## config.mk

```make
export PLATFORM = sky130hd
export DESIGN_NAME = switch_rx_side_flat
export DESIGN_NICKNAME = d
export VERILOG_FILES = /design/src/rtl/switch_rx_side_pkg.sv /design/src/rtl/switch_rx_side_if.sv /design/src/rtl/switch_rx_side_rx_channel.sv /design/src/rtl/switch_rx_side.sv /design/src/flat_wrapper.sv
export SDC_FILE = /design/constraint.sdc
export NUM_CORES = 1
export LEC_CHECK = 0
export CORE_MARGIN = 3
export CORE_UTILIZATION = 58
export DETAILED_ROUTE_END_ITERATION = 6
export PLACE_DENSITY = 0.82
export SLEW_MARGIN = 10
export SYNTH_ARGS = -nofsm -noshare
export SYNTH_HDL_FRONTEND = slang
export SYNTH_HIERARCHICAL = 1
export SYNTH_SLANG_ARGS = --single-unit
```

## constraint.sdc

```tcl
create_clock -name clk_i -period 2.6 [get_ports clk_i]
set_input_delay 0.39 -clock clk_i [delete_from_list [all_inputs] [get_ports clk_i]]
set_output_delay 0.39 -clock clk_i [all_outputs]
set_load 0.02 [all_outputs]
```

## src/rtl/switch_rx_side_pkg.sv

```systemverilog
// switch_rx_side_pkg
//   Shared defaults and the handshake FSM encodings for the receive half
//   of a switch side.
//   No ports: imported by rx_channel and switch_rx_side.
package switch_rx_side_pkg;

    localparam int AW_DEV_DEF     = 2;
    localparam int N_DEV_DEF      = 1 << AW_DEV_DEF;
    localparam int DW_DEF         = 4;
    localparam int DEPTH_DEF      = 2;
    localparam int FULL_SLACK_DEF = 2;

    // Per-channel delivery FSM encodings
    localparam logic [1:0] ST_IDLE = 2'd0;
    localparam logic [1:0] ST_SEND = 2'd1;
    localparam logic [1:0] ST_REL  = 2'd2;

endpackage

```

## src/rtl/switch_rx_side_if.sv

```systemverilog
// switch_rx_side_if
//   Crossbar-side bus between the opposite side's sender and this receive
//   half.
//   int_wen : one-hot write enables, bit k writes channel k
//   int_dat : write data shared by all channels
//   full    : per-channel almost-full flags back to the sender's arbiter
//   ovf     : per-channel sticky overflow flags
//   master = sending side, slave = switch_rx_side.
interface switch_rx_side_if #(
    parameter int N_DEV = switch_rx_side_pkg::N_DEV_DEF,
    parameter int DW    = switch_rx_side_pkg::DW_DEF
);
    logic [N_DEV-1:0] int_wen;
    logic [DW-1:0]    int_dat;
    logic [N_DEV-1:0] full;
    logic [N_DEV-1:0] ovf;

    modport master (
        output int_wen,
        output int_dat,
        input  full,
        input  ovf
    );

    modport slave (
        input  int_wen,
        input  int_dat,
        output full,
        output ovf
    );
endinterface

```

## src/rtl/switch_rx_side_rx_channel.sv

```systemverilog
// rx_channel
//   One destination channel: a 2^DEPTH-entry FIFO fed by the crossbar,
//   a 4-phase validrx/ackrx delivery FSM, an almost-full flag and a
//   sticky overflow flag.
//   clk_i      clock, rising edge
//   rst_ni     asynchronous active-low reset
//   wen_i      write enable for this channel
//   dat_i      write data
//   dat_o      data presented to the device (holds last value)
//   validrx_o  4-phase request
//   ackrx_i    4-phase acknowledge from the device
//   full_o     free entries <= FULL_SLACK
//   ovf_o      sticky: a write was dropped because the FIFO was full
module rx_channel
    import switch_rx_side_pkg::*;
#(
    parameter int DW         = DW_DEF,
    parameter int DEPTH      = DEPTH_DEF,
    parameter int FULL_SLACK = FULL_SLACK_DEF
) (
    input  logic          clk_i,
    input  logic          rst_ni,
    input  logic          wen_i,
    input  logic [DW-1:0] dat_i,
    output logic [DW-1:0] dat_o,
    output logic          validrx_o,
    input  logic          ackrx_i,
    output logic          full_o,
    output logic          ovf_o
);

    localparam int          N_ENT   = 1 << DEPTH;
    localparam logic [DEPTH:0] CNT_MAX = (DEPTH+1)'(N_ENT);
    localparam logic [DEPTH:0] SLACK_C = (DEPTH+1)'(FULL_SLACK);

    logic [DW-1:0]    mem [N_ENT];
    logic [DEPTH-1:0] wr_ptr;
    logic [DEPTH-1:0] rd_ptr;
    logic [DEPTH:0]   count;
    logic [1:0]       state;
    logic             pop;
    logic             push;

    // A pop in the same cycle frees a slot, so a write into a full FIFO
    // is still accepted on the pop cycle.
    always_comb begin
        pop  = (state == ST_IDLE) && (count != '0);
        push = wen_i && ((count != CNT_MAX) || pop);
    end

    assign full_o = (CNT_MAX - count) <= SLACK_C;

    always_ff @(posedge clk_i) begin
        if (push) begin
            mem[wr_ptr] <= dat_i;
        end
    end

    always_ff @(posedge clk_i or negedge rst_ni) begin
        if (!rst_ni) begin
            wr_ptr    <= '0;
            rd_ptr    <= '0;
            count     <= '0;
            state     <= ST_IDLE;
            dat_o     <= '0;
            validrx_o <= 1'b0;
            ovf_o     <= 1'b0;
        end else begin
            if (push) begin
                wr_ptr <= wr_ptr + DEPTH'(1);
            end
            if (pop) begin
                rd_ptr <= rd_ptr + DEPTH'(1);
            end
            case ({push, pop})
                2'b10:   count <= count + (DEPTH+1)'(1);
                2'b01:   count <= count - (DEPTH+1)'(1);
                default: count <= count;
            endcase

            if (wen_i && !push) begin
                ovf_o <= 1'b1;
            end

            case (state)
                ST_IDLE: begin
                    if (pop) begin
                        dat_o     <= mem[rd_ptr];
                        validrx_o <= 1'b1;
                        state     <= ST_SEND;
                    end
                end
                ST_SEND: begin
                    if (ackrx_i) begin
                        validrx_o <= 1'b0;
                        state     <= ST_REL;
                    end
                end
                ST_REL: begin
                    if (!ackrx_i) begin
                        state <= ST_IDLE;
                    end
                end
                default: begin
                    validrx_o <= 1'b0;
                    state     <= ST_IDLE;
                end
            endcase
        end
    end

endmodule

```

## src/rtl/switch_rx_side.sv

```systemverilog
// switch_rx_side
//   Receive half of a switch side: four rx_channel instances, one per
//   destination device. Fans out the one-hot write enables and the shared
//   write data, and collects the full/overflow flags onto the bus.
//   clk_i, rst_ni          clock, asynchronous active-low reset
//   bus (slave)            int_wen/int_dat in, full/ovf out
//   dat_o_k, validrx_k     data and 4-phase request to device k
//   ackrx_k                4-phase acknowledge from device k
module switch_rx_side
    import switch_rx_side_pkg::*;
#(
    parameter int DW         = DW_DEF,
    parameter int DEPTH      = DEPTH_DEF,
    parameter int FULL_SLACK = FULL_SLACK_DEF
) (
    input  logic             clk_i,
    input  logic             rst_ni,
    switch_rx_side_if.slave  bus,
    output logic [DW-1:0]    dat_o_0,
    output logic [DW-1:0]    dat_o_1,
    output logic [DW-1:0]    dat_o_2,
    output logic [DW-1:0]    dat_o_3,
    output logic             validrx_0,
    output logic             validrx_1,
    output logic             validrx_2,
    output logic             validrx_3,
    input  logic             ackrx_0,
    input  logic             ackrx_1,
    input  logic             ackrx_2,
    input  logic             ackrx_3
);

    localparam int N_DEV = N_DEV_DEF;

    logic [DW-1:0]    dat_w [N_DEV];
    logic [N_DEV-1:0] vr_w;
    logic [N_DEV-1:0] ack_w;
    logic [N_DEV-1:0] full_w;
    logic [N_DEV-1:0] ovf_w;

    assign ack_w = {ackrx_3, ackrx_2, ackrx_1, ackrx_0};

    for (genvar k = 0; k < N_DEV; k++) begin : g_ch
        rx_channel #(
            .DW         (DW),
            .DEPTH      (DEPTH),
            .FULL_SLACK (FULL_SLACK)
        ) u_ch (
            .clk_i     (clk_i),
            .rst_ni    (rst_ni),
            .wen_i     (bus.int_wen[k]),
            .dat_i     (bus.int_dat),
            .dat_o     (dat_w[k]),
            .validrx_o (vr_w[k]),
            .ackrx_i   (ack_w[k]),
            .full_o    (full_w[k]),
            .ovf_o     (ovf_w[k])
        );
    end

    assign bus.full = full_w;
    assign bus.ovf  = ovf_w;

    assign dat_o_0   = dat_w[0];
    assign dat_o_1   = dat_w[1];
    assign dat_o_2   = dat_w[2];
    assign dat_o_3   = dat_w[3];
    assign validrx_0 = vr_w[0];
    assign validrx_1 = vr_w[1];
    assign validrx_2 = vr_w[2];
    assign validrx_3 = vr_w[3];

endmodule
```

## src/flat_wrapper.sv

```systemverilog
// flat-port wrapper written by rule: the top's interface ports become plain ports
module switch_rx_side_flat import switch_rx_side_pkg::*;
#(
    parameter int DW         = DW_DEF,
    parameter int DEPTH      = DEPTH_DEF,
    parameter int FULL_SLACK = FULL_SLACK_DEF
)
  (clk_i, rst_ni, dat_o_0, dat_o_1, dat_o_2, dat_o_3, validrx_0, validrx_1, validrx_2, validrx_3, ackrx_0, ackrx_1, ackrx_2, ackrx_3, bus_int_wen, bus_int_dat, bus_full, bus_ovf);
  switch_rx_side_if #(.DW(DW)) bus_i ();
  input  logic clk_i;
  input  logic rst_ni;
  output logic [DW-1:0] dat_o_0;
  output logic [DW-1:0] dat_o_1;
  output logic [DW-1:0] dat_o_2;
  output logic [DW-1:0] dat_o_3;
  output logic validrx_0;
  output logic validrx_1;
  output logic validrx_2;
  output logic validrx_3;
  input  logic ackrx_0;
  input  logic ackrx_1;
  input  logic ackrx_2;
  input  logic ackrx_3;
  input wire logic [$bits(bus_i.int_wen)-1:0] bus_int_wen;
  input wire logic [$bits(bus_i.int_dat)-1:0] bus_int_dat;
  output wire logic [$bits(bus_i.full)-1:0] bus_full;
  output wire logic [$bits(bus_i.ovf)-1:0] bus_ovf;
  assign bus_i.int_wen = bus_int_wen;
  assign bus_i.int_dat = bus_int_dat;
  assign bus_full = bus_i.full;
  assign bus_ovf = bus_i.ovf;
  switch_rx_side #(.DW(DW), .DEPTH(DEPTH), .FULL_SLACK(FULL_SLACK)) u_core (.clk_i(clk_i), .rst_ni(rst_ni), .bus(bus_i), .dat_o_0(dat_o_0), .dat_o_1(dat_o_1), .dat_o_2(dat_o_2), .dat_o_3(dat_o_3), .validrx_0(validrx_0), .validrx_1(validrx_1), .validrx_2(validrx_2), .validrx_3(validrx_3), .ackrx_0(ackrx_0), .ackrx_1(ackrx_1), .ackrx_2(ackrx_2), .ackrx_3(ackrx_3));
endmodule
```

==> flow_summary.yaml, run 1 <==
setup_path:
  reg2reg_to: "u_core/g_ch[2].u_ch/count[2]"
  cp_common_cell: "ha_1"
  cp-end-kind: "output port"
  r2r_slack_ps: 150
  arrival_ps: 2070
  crit_fanout: 4
  worstSetupPathType: "register to output port"
  crit_slowest_cell: "dfrtp_1"
  cp-start-kind: "register"
  r2r_cells: 9
  crit_path_max_incr_delay_ps: 370
  cp_cell_sequence: "inv_1 > ha_1 > ha_1 > a21boi_0 > dlygate4sd2_1"
  crit_required_ps: 2210
  r2r_start: "u_core/g_ch[2].u_ch/count[0]"
synth:
  syn-num-nets: 463
  synth_warnings: 6
  syn_area_sq_mm: 0.00566
  synth.area.mux_share_pct: 8.02
  synth_top_family_by_area: "simple AND/OR/NAND/NOR gates"
  synth-adder-area-share_pct: 8.49
  synth-async-reset-ratio_pct: 48.4
  synth-xor-area-share_pct: 3.09
  ys.flop_type: "edfxtp_1"
  synth_simple_gate_area_share_pct: 10.6
  synth_compound_area_share_pct: 5.88
  synth_cell_types: 37
  synth_area_per_cell_sq_um: 13.7
  ys_seq_area_share_pct: 60.5
  synth-edff-count: 64
  syn_inst: 413
  ys_ff_latch: 124
floorplanning:
  core_area_sq_mm: 0.00937
  fp.dieW_um: 105
  initial_core_util_pct: 60.4
  fp-row-count: 35
  ios: 42
  die_height_um: 105
  dieArea_sq_mm: 0.0110
routing:
  drtAntennaViolNets: 0
  wl_um: 10500
  via_count: 3352
  drc: 0
  drtIter0Drc: 147
  via_per_inst: 5.38
  post_drt_wl_per_cell_um: 16.8
  detail_route.first_pass.iterations: 4
timing:
  final.setup.worst_slack_ps: 143
  finalCriticalPeriod_ps: 2460
  slew_headroom_pct: 56.7
  slew_violations: 0
  setup_viol: 0
  clock.fmax_ghz: 0.407
  skew_ps: 10.2
  tightest_slew_ps: 650
  timing.final.crit_share_pct: 94.5
  hold_viol_final: 0
cells_and_area:
  fin_area_sq_mm: 0.00692
  fill_cells: 618
  drive_gt1_share_pct: 17.0
  regArea_sq_mm: 0.00342
  num-nets-final: 531
  area.growth.synth_to_final_pct: 22.2
  diodes: 0
  multi_input_area_sq_mm: 0.00209
global_route:
  antenna_found_initial: 0
  grt_pass1_wl_um: 17600
  grt_max_degree: 37
  overflow: 0
  track_usage_pct: 20.7
  grt_pass1_vias: 3512
clock_tree:
  cts_buffers: 17
  cts_root_buffer: "clkbuf_8"
  clk_path_buf_depth: 2
  cts_setup_buffers: 0
  clk_latency_ps: 510
  cts_tree: "done"
  cts.sink_count: 124
  clk_pin_slew_ps: 60
  h-tree-depth: 4
place:
  place_congestion: 0.864
  placed_cell_area_sq_mm: 0.00629
  post-place-ws_ps: 44.5
  port_buffers: 41
  dp_hpwl_um: 6550
status:
  status: "complete, no violations"
power:
  power.density_mw_per_mm2: 1340
  p_leak_nw: 2.85
  total_power_mw: 9.27
  peakVddDrop_uv: 715
run:
  maxCapViolations: 0
worst_hold_path:
  hp-class: "input port to asynchronous set/reset pin"
==> Yosys cell counts, drive strengths merged, types with 8 or more instances <==
master | number | area (sq um)
xnor2 | 16 | 140
buf | 8 | 71.3
o21ai | 8 | 40.0
a21oi | 8 | 40.0
inv | 32 | 120
dfrtp | 60 | 1500
mux4 | 16 | 360
ha | 32 | 400
a21boi | 8 | 97.6
nand2 | 60 | 225
edfxtp | 64 | 1920
mux2 | 8 | 93.8
nor2 | 16 | 60.1
and2 | 20 | 125
==> routing by layer <==
layer / share of wire (%) / vias up / GRT usage, %
li1: - / 1593 / -
met1: 43 / 1676 / 26.3
met2: 52 / 63 / 34.7
met3: 2.9 / 20 / 4.63
met4: 1.9 / 0 / 8.25
met5: 0 / - / 0
==> per-stage QoR <==
| stage | TNS, ps | utilization (%) | hold slack, ps | std cells |
|---|---|---|---|---|
| after floorplan | 0 | - | 94.4 | 413 |
| after detailed placement | 0 | 67.1 | 454 | 590 |
| final | 0 | 73.8 | 444 | 623 |
| after global placement | 0 | 67.1 | 446 | 590 |
| after global routing | -32.1 | 73.8 | 486 | 623 |
| after CTS | 0 | 73.3 | 463 | 623 |
==> worst max path at each step <==
stage	start	end	slack [ps]
3_5_place_dp	u_core/g_ch[1].u_ch/count[0]	u_core/g_ch[1].u_ch/count[2]	40
3_3_place_gp	u_core/g_ch[0].u_ch/count[0]	u_core/g_ch[0].u_ch/count[2]	270
5_1_grt	u_core/g_ch[2].u_ch/count[0]	u_core/g_ch[2].u_ch/count[2]	-20
4_1_cts	u_core/g_ch[1].u_ch/count[0]	u_core/g_ch[1].u_ch/count[2]	40
2_1_floorplan	u_core/g_ch[2].u_ch/count[0]	u_core/g_ch[2].u_ch/count[2]	290
6_report	u_core/g_ch[2].u_ch/count[0]	bus_full[2]	140
==> final cells by class <==
cell class | instances | share of cell area [%]
clock buffers | 18 | 6.35
clock inverters | 14 | 2.04
inverters | 32 | 1.74
multi-input cells | 248 | 30.2
flip-flops and latches | 124 | 49.5
well taps | 129 | 2.33
repair buffers | 58 | 7.85
==> what timing repair did <==
action | CTS | global route
hold buffers | 1 | 0
pin swaps | 0 | 1
hold endpoints to repair | 24 | 0
gates resized for setup | 4 | 7
setup endpoints to repair | 4 | 6
==> cells by family (layout without fill, tap and decap cells) <==
logic type               count (synthesis)  in the layout
multiplexers                            24             24
flip-flops                             124            124
AO/OA/AOI/OAI                           44             44
AND/OR/NAND/NOR                        124            124
buffers and inverters                   41            122
XOR/XNOR                                20             20
adder cells (fa/ha/maj)                 36             36
==> critical path, delay by kind of cell (launching register included) <==
family	cells	cell delay [ps]
adders and majority gates	2	520
buffers and inverters	2	470
DFF	1	370
AOI/OAI and AO/OA	1	190
==> flip-flops by register name (all words and copies together), names as in the netlist <==
signal	flops
u_core/g_ch.u_ch/wr_ptr	8
u_core/g_ch.u_ch/ovf_o	4
u_core/g_ch.u_ch/validrx_o	4
u_core/g_ch.u_ch/mem	64
u_core/g_ch.u_ch/dat_o	16
u_core/g_ch.u_ch/rd_ptr	8
u_core/g_ch.u_ch/count	12
u_core/g_ch.u_ch/state	8
==> placed cells by master (no fill, tap or decap), types with 8 or more instances in the layout <==
cell type	count
edfxtp_1	64
nand2_1	60
dfrtp_1	60
clkdlybuf4s50_1	36
inv_1	32
ha_1	32
and2_1	20
clkbuf_16	17
xnor2_1	16
nor2_1	16
mux4_2	16
buf_4	15
o21ai_0	8
a21oi_1	8
==> where the power goes <==
| part | switching, mW | internal, mW |
|---|---|---|
| sequential | 0.604 | 2.79 |
| combinational | 1.85 | 1.75 |
| clock | 0.860 | 1.42 |
| total | 3.31 | 5.96 |
Power figures use the tool's default switching activity.
==> inputs of run 2 (changes only) <==
--- a/config.mk
+++ b/config.mk
@@ -5,7 +5,7 @@
 export SDC_FILE = /design/constraint.sdc
 export NUM_CORES = 1
 export LEC_CHECK = 0
-export CORE_MARGIN = 3
+export CORE_MARGIN = 10
 export CORE_UTILIZATION = 58
 export DETAILED_ROUTE_END_ITERATION = 6
 export PLACE_DENSITY = 0.82
==> constraint.sdc (replaced) <==
create_clock -name clk_i -period 2.45 [get_ports clk_i]
set_input_delay 0.3675 -clock clk_i [delete_from_list [all_inputs] [get_ports clk_i]]
set_output_delay 0.3675 -clock clk_i [all_outputs]
set_load 0.02 [all_outputs]
==> run 2 against run 1 <==
  * Total power up 10%
  * Cell count up 0.64%
  * Hold slack worse by 37 ps
  * Core utilization down 1.1 points
  * Clock power up 17%
  * Highest routed layer unchanged
==> flow_summary.yaml, run 2 (synthesis gave the netlist of run 1 again) <==
floorplanning:
  initial_core_util_pct: 58.7
  fp-row-count: 36
  die_height_um: 119
  core_area_sq_mm: 0.00964
  fp.dieW_um: 119
  dieArea_sq_mm: 0.0141
  ios: 42
timing:
  slew_violations: 0
  hold_viol_final: 0
  finalCriticalPeriod_ps: 2330
  setup_viol: 0
  setup-tns-final_ps: 0
  clock.fmax_ghz: 0.429
  slew_headroom_pct: 57.0
  timing.final.crit_share_pct: 95.1
  rsz0062_at_grt: "yes"
  skew_ps: 5.48
  tightest_slew_ps: 645
global_route:
  grt_pass1_wl_um: 18700
  grt_pass1_vias: 3691
  grt_max_degree: 37
  track_usage_pct: 16.8
  antenna_found_initial: 0
  overflow: 0
setup_path:
  r2r_start: "u_core/g_ch[3].u_ch/count[0]"
  worstSetupPathType: "register to register"
  crit_start: "u_core/g_ch[3].u_ch/count[0]"
  r2r_cells: 9
  cp-end-kind: "register"
  cp-start-kind: "register"
  r2r_slack_ps: 120
  arrival_ps: 2730
  reg2reg_to: "u_core/g_ch[3].u_ch/count[2]"
  crit_fanout: 5
  crit_required_ps: 2850
place:
  port_buffers: 41
  place_congestion: 0.828
  dp_hpwl_um: 7230
cells_and_area:
  num-nets-final: 531
  final_cell_mix: "64 x edfxtp_1, 60 x nand2_1, 60 x dfrtp_1"
  regMostFlops: "u_core/g_ch.u_ch/mem"
  largest_reg_flops: 64
  final_common_cell: "edfxtp_1"
  fin_util_pct: 72.7
  fill_cells: 603
  drive_gt1_share_pct: 19.4
  diodes: 0
  area.growth.synth_to_final_pct: 23.8
  reg_top3: "u_core/g_ch.u_ch/mem x64, u_core/g_ch.u_ch/dat_o x16, u_core/g_ch.u_ch/count x12"
routing:
  via_count: 3426
  drc: 0
  routed.top_layer: "met4"
  post_drt_wl_per_cell_um: 18.1
  dr_wl_met2_um: 6030
  wl_met3_um: 602
  detail_route.first_pass.iterations: 4
  wl_um: 11400
  met1Wirelength_um: 4520
  via_per_inst: 5.46
  drtAntennaViolNets: 0
  drtIter0Drc: 254
worst_hold_path:
  hp-class: "input port to asynchronous set/reset pin"
power:
  power.density_mw_per_mm2: 1460
  peakVddDrop_uv: 665
  p_leak_nw: 2.86
  total_power_mw: 10.2
clock_tree:
  cts_root_buffer: "clkbuf_8"
  cts.sink_count: 124
  clk_latency_ps: 530
  clk_pin_slew_ps: 60
  h-tree-depth: 4
  cts_tree: "done"
  cts_setup_buffers: 0
  clk_path_buf_depth: 2
  cts_buffers: 17
run:
  maxCapViolations: 0
status:
  status: "complete, no violations"
-- run 2: through the flow --
stage	std cells	setup WS (ps)	cell area (sq um)	hold WS [ps]
after floorplan	413	137	5660	71.9
after global placement	594	148	6290	416
after detailed placement	594	-202	6290	427
after CTS	627	3.21	6980	417
after global routing	627	-21.6	7010	446
final	627	119	7010	407
-- run 2: report_power, final --
part | switching, mW | internal (mW)
registers | 0.669 | 2.96
logic | 2.05 | 1.88
clock network | 0.912 | 1.75
total | 3.63 | 6.59
-- run 2: critical path, cell delays in order, from the launching register on --
cell	delay [ps]
dfrtp_1	370
inv_1	110
ha_1	240
ha_2	220
nor4_4	190
inv_1	120
fa_1	430
nor3b_2	230
a22oi_1	140
xnor2_1	160
-- run 2: layout make-up --
| cell class | count | area [sq um] | share of cell area [%] |
|---|---|---|---|
| Clock inverter | 15 | 223 | 3.18 |
| Clock buffer | 17 | 414 | 5.91 |
| Sequential cell | 124 | 3420 | 48.8 |
| Multi-Input combinational cell | 248 | 2130 | 30.5 |
| Tap cell | 133 | 166 | 2.37 |
| Timing Repair Buffer | 58 | 528 | 7.53 |
| Inverter | 32 | 120 | 1.71 |
-- run 2: repair_timing --
item / 4_1_cts / 5_1_grt
endpoints found under the hold margin: 24 / 0
hold buffers: 1 / 0
gates resized for setup: 14 / 22
cloned: 0 / 0
pin swaps: 1 / 2
endpoints found under the setup margin: 10 / 11
-- run 2: worst max-delay path by stage --
| stage | endpoint | cells past startpoint | slack (ps) |
|---|---|---|---|
| global placement | u_core/g_ch[1].u_ch/count[1] | 8 | 150 |
| floorplan | u_core/g_ch[2].u_ch/count[2] | 9 | 140 |
| detailed placement | u_core/g_ch[3].u_ch/count[2] | 9 | -200 |
| global route | u_core/g_ch[3].u_ch/count[2] | 9 | -20 |
| finish | u_core/g_ch[3].u_ch/count[2] | 9 | 120 |
| CTS | bus_full[1] | 5 | 3 |
-- run 2: routing by layer --
layer / vias up / track usage [%]
met5: - / 0
met4: 0 / 7.63
met3: 18 / 5.90
met2: 99 / 28.4
met1: 1718 / 18.6
li1: 1591 / -
==> inputs of run 3 (changes only) <==
--- a/config.mk
+++ b/config.mk
@@ -5,6 +5,7 @@
 export SDC_FILE = /design/constraint.sdc
 export NUM_CORES = 1
 export LEC_CHECK = 0
+export CAP_MARGIN = 20
 export CORE_MARGIN = 10
 export CORE_UTILIZATION = 58
 export DETAILED_ROUTE_END_ITERATION = 6
==> results of run 3 <==
Same layout as run 2: the final DEF is identical, and so are final timing and power.
